## config.mk

```make
export PLATFORM = sky130hd
export DESIGN_NAME = eth_rst_seq
export DESIGN_NICKNAME = d
export VERILOG_FILES = /design/src/rtl/eth_rst_seq.sv
export SDC_FILE = /design/constraint.sdc
export NUM_CORES = 1
export LEC_CHECK = 0
export BUFFER_PORTS_ARGS = -buffer_cell sky130_fd_sc_hd__buf_4
export CORE_UTILIZATION = 39
export CTS_BUF_LIST = sky130_fd_sc_hd__clkbuf_8
export DETAILED_ROUTE_END_ITERATION = 12
export PLACE_DENSITY_LB_ADDON = 0.12
export RECOVER_POWER = 50
export SLEW_MARGIN = 20
export SYNTH_ARGS = -nofsm -noshare
export SYNTH_HDL_FRONTEND = slang
export SYNTH_SLANG_ARGS = --single-unit
```

## constraint.sdc

```tcl
create_clock -name clk100 -period 2.75 [get_ports clk100]
set_input_delay 0.275 -clock clk100 [delete_from_list [all_inputs] [get_ports clk100]]
set_output_delay 0.275 -clock clk100 [all_outputs]
set_load 0.02 [all_outputs]
```

## src/rtl/eth_rst_seq.sv

```systemverilog
// SFP bring-up and Ethernet reset sequencer.
// Conditions the raw SFP pins, sequences eth_rst / tx_disable and drives the status LEDs.
module eth_rst_seq #(
    parameter int unsigned HOLD_CYCLES     = 1024,
    parameter int unsigned DEBOUNCE_CYCLES = 256,
    parameter int unsigned TXEN_DELAY      = 64,
    parameter int unsigned HB_BIT          = 26
) (
    input  logic       clk100,
    input  logic       sys_rst,
    input  logic       sfp_clk_alarm_b,
    input  logic       eth0_tx_fault,
    input  logic       eth0_rx_los,
    output logic       eth_rst,
    output logic       eth_tx_disable,
    output logic       link_up,
    output logic [2:0] state,
    output logic [7:0] retry_cnt,
    output logic [7:0] led
);

    localparam int unsigned NIN     = 3;
    localparam int unsigned DW      = (DEBOUNCE_CYCLES < 2) ? 1 : $clog2(DEBOUNCE_CYCLES + 1);
    localparam int unsigned TMR_MAX = ((HOLD_CYCLES > TXEN_DELAY) ? HOLD_CYCLES : TXEN_DELAY) - 1;
    localparam int unsigned TW      = (TMR_MAX < 1) ? 1 : $clog2(TMR_MAX + 1);
    localparam int unsigned HBW     = HB_BIT + 1;
    // bit 0 = clk_ok, bit 1 = tx_fault, bit 2 = rx_los; pessimistic at reset
    localparam logic [NIN-1:0] IN_RST = 3'b110;

    typedef enum logic [2:0] {
        ST_HOLD     = 3'd0,
        ST_WAIT_CLK = 3'd1,
        ST_TX_EN    = 3'd2,
        ST_RUN      = 3'd3,
        ST_FAULT    = 3'd4
    } state_t;

    logic [NIN-1:0]         sync1_q, sync1_d;
    logic [NIN-1:0]         sync2_q, sync2_d;
    logic [NIN-1:0]         db_q, db_d;
    logic [NIN-1:0][DW-1:0] db_cnt_q, db_cnt_d;
    state_t                 state_q, state_d;
    logic [TW-1:0]          timer_q, timer_d;
    logic [7:0]             retry_q, retry_d;
    logic [HBW-1:0]         hb_q, hb_d;
    logic                   eth_rst_q, eth_rst_d;
    logic                   tx_dis_q, tx_dis_d;
    logic                   link_q, link_d;
    logic                   clk_ok, fault;

    assign clk_ok = db_q[0];
    assign fault  = db_q[1];

    // Input conditioning: two-flop synchronizer feeding a stable-count debouncer.
    always_comb begin
        sync1_d = {eth0_rx_los, eth0_tx_fault, sfp_clk_alarm_b};
        sync2_d = sync1_q;
        db_d     = db_q;
        db_cnt_d = '0;
        for (int i = 0; i < NIN; i++) begin
            if (sync2_q[i] != db_q[i]) begin
                if (db_cnt_q[i] == DW'(DEBOUNCE_CYCLES - 1)) begin
                    db_d[i] = sync2_q[i];
                end else begin
                    db_cnt_d[i] = db_cnt_q[i] + DW'(1);
                end
            end
        end
    end

    // Sequencer next state; clock loss always wins over fault.
    always_comb begin
        state_d = state_q;
        retry_d = retry_q;
        timer_d = (timer_q == TW'(TMR_MAX)) ? timer_q : timer_q + TW'(1);
        hb_d    = hb_q + HBW'(1);
        case (state_q)
            ST_HOLD: begin
                if (timer_q == TW'(HOLD_CYCLES - 1)) state_d = ST_WAIT_CLK;
            end
            ST_WAIT_CLK: begin
                if (clk_ok) state_d = ST_TX_EN;
            end
            ST_TX_EN: begin
                if (!clk_ok)                              state_d = ST_HOLD;
                else if (timer_q == TW'(TXEN_DELAY - 1)) state_d = ST_RUN;
            end
            ST_RUN: begin
                if (!clk_ok) begin
                    state_d = ST_HOLD;
                    if (retry_q != 8'hFF) retry_d = retry_q + 8'd1;
                end else if (fault) begin
                    state_d = ST_FAULT;
                end
            end
            ST_FAULT: begin
                if (!clk_ok)                                           state_d = ST_HOLD;
                else if (timer_q >= TW'(HOLD_CYCLES - 1) && !fault)    state_d = ST_TX_EN;
            end
            default: state_d = ST_HOLD;
        endcase
        if (state_d != state_q) timer_d = '0;

        eth_rst_d = (state_d == ST_HOLD) || (state_d == ST_WAIT_CLK);
        tx_dis_d  = (state_d != ST_RUN);
        link_d    = (state_d == ST_RUN) && !db_d[2];
    end

    always_ff @(posedge clk100 or posedge sys_rst) begin
        if (sys_rst) begin
            sync1_q   <= IN_RST;
            sync2_q   <= IN_RST;
            db_q      <= IN_RST;
            db_cnt_q  <= '0;
            state_q   <= ST_HOLD;
            timer_q   <= '0;
            retry_q   <= '0;
            hb_q      <= '0;
            eth_rst_q <= 1'b1;
            tx_dis_q  <= 1'b1;
            link_q    <= 1'b0;
        end else begin
            sync1_q   <= sync1_d;
            sync2_q   <= sync2_d;
            db_q      <= db_d;
            db_cnt_q  <= db_cnt_d;
            state_q   <= state_d;
            timer_q   <= timer_d;
            retry_q   <= retry_d;
            hb_q      <= hb_d;
            eth_rst_q <= eth_rst_d;
            tx_dis_q  <= tx_dis_d;
            link_q    <= link_d;
        end
    end

    assign eth_rst        = eth_rst_q;
    assign eth_tx_disable = tx_dis_q;
    assign link_up        = link_q;
    assign state          = state_q;
    assign retry_cnt      = retry_q;
    assign led            = {hb_q[HB_BIT], link_q, db_q[2], db_q[1], retry_q[3:0]};

endmodule

```

---- After elaboration in Yosys (flattened, before gate mapping) ----
Index checks and enable logic that the tools add are counted.
storage, ports and cells
  output and inout port bits .............. 22
  bits in registers ....................... 87
  input port bits ......................... 5
  word-level logic and storage cells ...... 70
operators by class
  $add $sub $neg .......................... 6
  eq/ne operators ......................... 18
  bitwise logic cells ..................... 1
  reduce and logical (&&, ||, !) cells .... 10
  multiplexer cells ....................... 19
  order comparisons ....................... 1
operator list
  kind                     count
  $mux W9                  6
  $add A27 B1 Y27 const B  1
  $add A9 B1 Y9 const B    3
  $eq A9 B8 Y1 const B     3
  $mux W3                  8
  $mux W10                 2
  $pmux W3 S5              1
  $add A10 B1 Y10 const B  1
  $eq A10 B10 Y1 const B   1
  $eq A10 B6 Y1 const B    1
  $ge A10 B10 Y1 const B   1
  $eq A3 B2 Y1 const B     3
  $add A8 B1 Y8 const B    1
  $ne A8 B8 Y1 const B     1
  $eq A3 B1 Y1 const B     2
  $logic_not A3 Y1         2
  $reduce_and A2 Y1        2
  $eq A3 B3 Y1 const B     1
  $ne A1 B1 Y1             3
  $ne A3 B2 Y1 const B     1
  $ne A3 B3 Y1             1
  $reduce_and A3 Y1        1
  $logic_and A1 B1 Y1      2
  $logic_not A1 Y1         2
  4 further kinds          5

---- Longest topological paths before layout ----
  depth in word-level cells ............... 7
  gate-level depth with buffers ........... 6
  mapped depth without buffers ............ 5

---- Worst setup path after synthesis ----
No wires, ideal clock.
  kind .................................... register to register
  start ................................... register timer_q[0]
  end ..................................... register timer_q[3]
  buffers on the path ..................... 1
  clock period less this slack ............ 1745 ps
  setup time .............................. 111 ps
  setup slack ............................. 1005 ps
  data required time ...................... 2639 ps
  data arrival time ....................... 1633 ps
  cell stages (with the launch flop) ...... 7
  cells stage by stage .................... dfrtp_1 > ha_1 > and4_1 > buf_2 > a221oi_2 > a2111oi_4 > a2111oi_2
on the way
  longest elaborated chain between the ends .. 7
  elaborated cells on any way between the ends .. 15
  classes of those cells .................. add/sub: 1; order compare: 1; eq/ne: 4; mux: 8; reduce/logical: 1
ends and longest elaborated chain
  element                                             line  text
  from (decl)                                         43    logic [TW-1:0] timer_q, timer_d;
  from (signal assigned)                              128   timer_q <= timer_d;
  $ge A10 B10 Y1                                      98    else if (timer_q >= TW'(HOLD_CYCLES - 1) && !fault) state_d = ST_TX_EN;
  $logic_and A1 B1 Y1                                 98
  $mux W3                                             98
  $mux W3                                             97    if (!clk_ok) state_d = ST_HOLD;
  $pmux W3 S5                                         77    case (state_q)
  $ne A3 B3 Y1                                        102   if (state_d != state_q) timer_d = '0;
  $ne A2 B1 Y1 (no line) or $mux W10 (tied branches)  -
Parallel ways exist; a longest one is shown, timed or not. The select of a mux whose other input is x is not followed.
A chain may end at the register's enable or synchronous reset.

---- Worst setup path after layout ----
  start ................................... register timer_q[0]
  end ..................................... register timer_q[4]
The elaborated chain is that of the path after synthesis.

==> flow_summary.toml <==
[timing]
worst_clock_skew_ns = 0.00825
timing_hold_violations_final = 0
unrepaired_setup_endpoints_after_global_routing = "no"
period_minus_slack_ns = 2.09
worst-slew-pin-transition_ns = 1.65
layout_worst_path_cycle_share_pct = 75.8
fin_setup_tns_ns = 0
fin_max_slew_vios = 37
achievable-frequency_mhz = 480
postLayoutSetupSlackWorst_ns = 0.665
relSlewSlack_pct = -10.4
count_of_endpoints_failing_setup_in_the_final_report = 0

[place]
detailedPlacementHpwl_um = 4690
port_buffers = 26
routabilityCongestion = 0.764
dp_slack_ns = 0.705

[job]
max-cap-violations = 1

[final_layout]
finalCoreUtilization_pct = 44.9
layout-drive-gt1-share_pct = 12.1
nNetsFinal = 396
num_antenna_cells = 0
synthToLayoutAreaGrowth_pct = 10.1

[detailed_routing]
drt_drc_violations_left = 0
vias = 2605
first_iter_violations = 91
finalWirelength_um = 6800
routedWlPerCell_um = 13.0
postRouteAntennaNets = 0
detail_route.vias_per_cell = 4.98
drt-pass1-iter-count = 4

[setup_path]
cp.arrival_ns = 2.29
timing.setup.critical_path_class = "flip-flop to flip-flop"
timing.reg2reg.worst_path_depth = 5
timing.critical_path.to_type = "flip-flop"
worst_r2r_startpoint = "timer_q[0]"
worst_ep_required_time_ns = 2.96
cp_launch_point = "timer_q[0]"
setup.worst_path.end = "timer_q[4]"
r2r-end = "timer_q[4]"
worst_r2r_setup_slack_ns = 0.66
highest_net_fanout_along_the_worst_path = 10
critPathLaunchType = "flip-flop"

[pwr]
net-switching-power_uw = 484
power_leakage_uw = 0.00190
internal_power_uw = 1680
power.share.switching_pct = 22.3
power_uw = 2170
p_comb_share_pct = 2.8
clock_power_share_pct = 36.9
seq_power_share_pct = 60.3
power_per_cell_area_nw_per_um2 = 489
ir_worst_vdd_mv = 0.187

[global_routing]
maximum_number_of_pins_on_one_net_before_global_route_repair = 52
first_global_vias = 2576
grt_antenna_before_repair = 0
grt-ovfl-total = 0
grt_use_total_pct = 13.9
global_route_wire_length_before_repair_um = 11900

[floorplanning]
die_h_um = 104
boundaryPins = 27
die_width_um = 104
initial_core_util_pct = 40.8
area_of_the_core_sq_um = 9860
row_count = 36
die_area_sq_um = 10700

[cts]
tritoncts.num_buffers = 9
tritoncts_num_sinks = 87
clock_latency_ns = 0.35
cts_buffer_depth = 2
cts_setup_buffers = 0
clock_tree.root_cell = "clkbuf_8"
ctsHtreeMaxLevel = 3
cts_tree = "built"
path_clk_slew_ns = 0.08

[logic_synthesis]
avgSynthCellArea_sq_um = 11.1
synth_area_leaders = "dfrtp_1 (49%), xnor2_1 (8.5%), dfstp_2 (5.2%), xor2_1 (3.3%), nor2_1 (3.1%)"
synth_common_cells = "dfrtp_1 (79), xnor2_1 (39), nor2_1 (33)"
syn-instance-count = 363
yosys.cell_types.count = 48
postSynth.asyncResetShare_pct = 100
yosysMostFrequentCell = "dfrtp_1"
yosysSeqAreaShare_pct = 54.4
yosys.area.top_type = "dfrtp_1"
edff_count_synth = 0
synth_top_area_share_pct = 49.1
ys_seq_elements = 87
yosys_warnings = 0
synth_area_sq_um = 4020
yosys_most_used_dff = "dfrtp_1"
synth_fp_nets = 374

[hold_path]
worstHoldPathType = "primary input to flip-flop"

[run_status]
outcome = "finished with violations"
violated_checks = "capacitance limit, slew limit"
-- per-layer routing --
metal / track usage [%] / part of all wire, % / routed length (um) / vias to the layer above
li1: - / - / - / 1303
met1: 18.7 / 50 / 3420 / 1260
met2: 21.5 / 45 / 3070 / 30
met3: 2.52 / 2.5 / 168 / 12
met4: 6.94 / 2.1 / 142 / 0
met5: 0 / 0 / 0 / -
-- placed cells by master, fill, tap and decap left out, types with 6 or more instances in the layout --
cell,netlist,layout
xor2_1,15,15
dfrtp_1,79,79
nor2_1,33,33
xnor2_1,39,39
and3_1,8,8
nor3_1,10,10
and4_1,9,9
nand2_1,23,23
inv_1,11,12
clkbuf_8,0,11
nand3_1,23,23
clkbuf_1,4,17
nand4_1,14,14
buf_4,8,6
ha_1,6,6
dfstp_2,8,7
-- how the worst min path moves through the flow --
stage                          startpoint         end  depth (start not counted)
after floorplan             eth0_tx_fault  sync1_q[1]                          0
after global placement         sync1_q[1]  sync2_q[1]                          0
after detailed placement       sync1_q[2]  sync2_q[2]                          0
after CTS                 sfp_clk_alarm_b  sync1_q[0]                          1
after global routing          eth0_rx_los  sync1_q[2]                          1
final                         eth0_rx_los  sync1_q[2]                          1
-- power groups by stage --
| stage | registers (uW) | logic (uW) | clock network, uW |
|---|---|---|---|
| global placement | 1330 | 62.7 | 0 |
| finish | 1310 | 60.5 | 800 |
| floorplan | 1330 | 43.7 | 0 |
| detailed placement | 1330 | 63.9 | 0 |
| global route | 1310 | 73.6 | 892 |
| CTS | 1310 | 65.0 | 841 |
-- worst max-delay path: stages (launching register included) --
cell and delay, ns:
dfrtp_1 0.41, ha_1 0.22, and4_1 0.43, nand3_2 0.28
o22ai_2 0.47, a2111oi_1 0.12
-- final cells by class --
class,count,area (sq um)
clock buffers,11,151
clock inverters,5,25.0
fillers,971,5430
inverters,11,42.5
multi-input cells,247,1690
flip-flops and latches,87,2190
well taps,133,166
repair buffers,29,169
-- stage by stage --
| step | area (sq um) | cells | hold WS, ns |
|---|---|---|---|
| 6_report | 4430 | 523 | 0.0299 |
| 3_3_place_gp | 4310 | 506 | 0.347 |
| 3_5_place_dp | 4310 | 506 | 0.347 |
| 5_1_grt | 4430 | 523 | 0.0159 |
| 4_1_cts | 4490 | 523 | 0.00742 |
| 2_1_floorplan | 4020 | 363 | 0.279 |
-- sequential cells by signal, summed over array words and instances, names as in the netlist --
register,flops
eth_rst,1
db_q,3
eth_tx_disable,1
hb_q,27
retry_cnt,8
db_cnt_q,27
sync1_q,3
timer_q,10
state,3
sync2_q,3
link_up,1
-- what timing repair did --
action                                 CTS  global route
resized for setup                        0             0
endpoints found under the hold margin    1             0
hold buffers                             1             0
-- cells by family after synthesis --
logic type                 Yosys count  synth area share, %
xor gates and xnor gates            54                 11.8
adders and majority gates            6                 1.87
and+or+nand+nor                    152                 20.4
muxes                                8                 2.12
AOI/OAI and AO/OA                   27                 5.85
DFF                                 87                 54.4
buffers and inverters               29                 3.64
No activity file was read; power rests on OpenSTA's default activity.
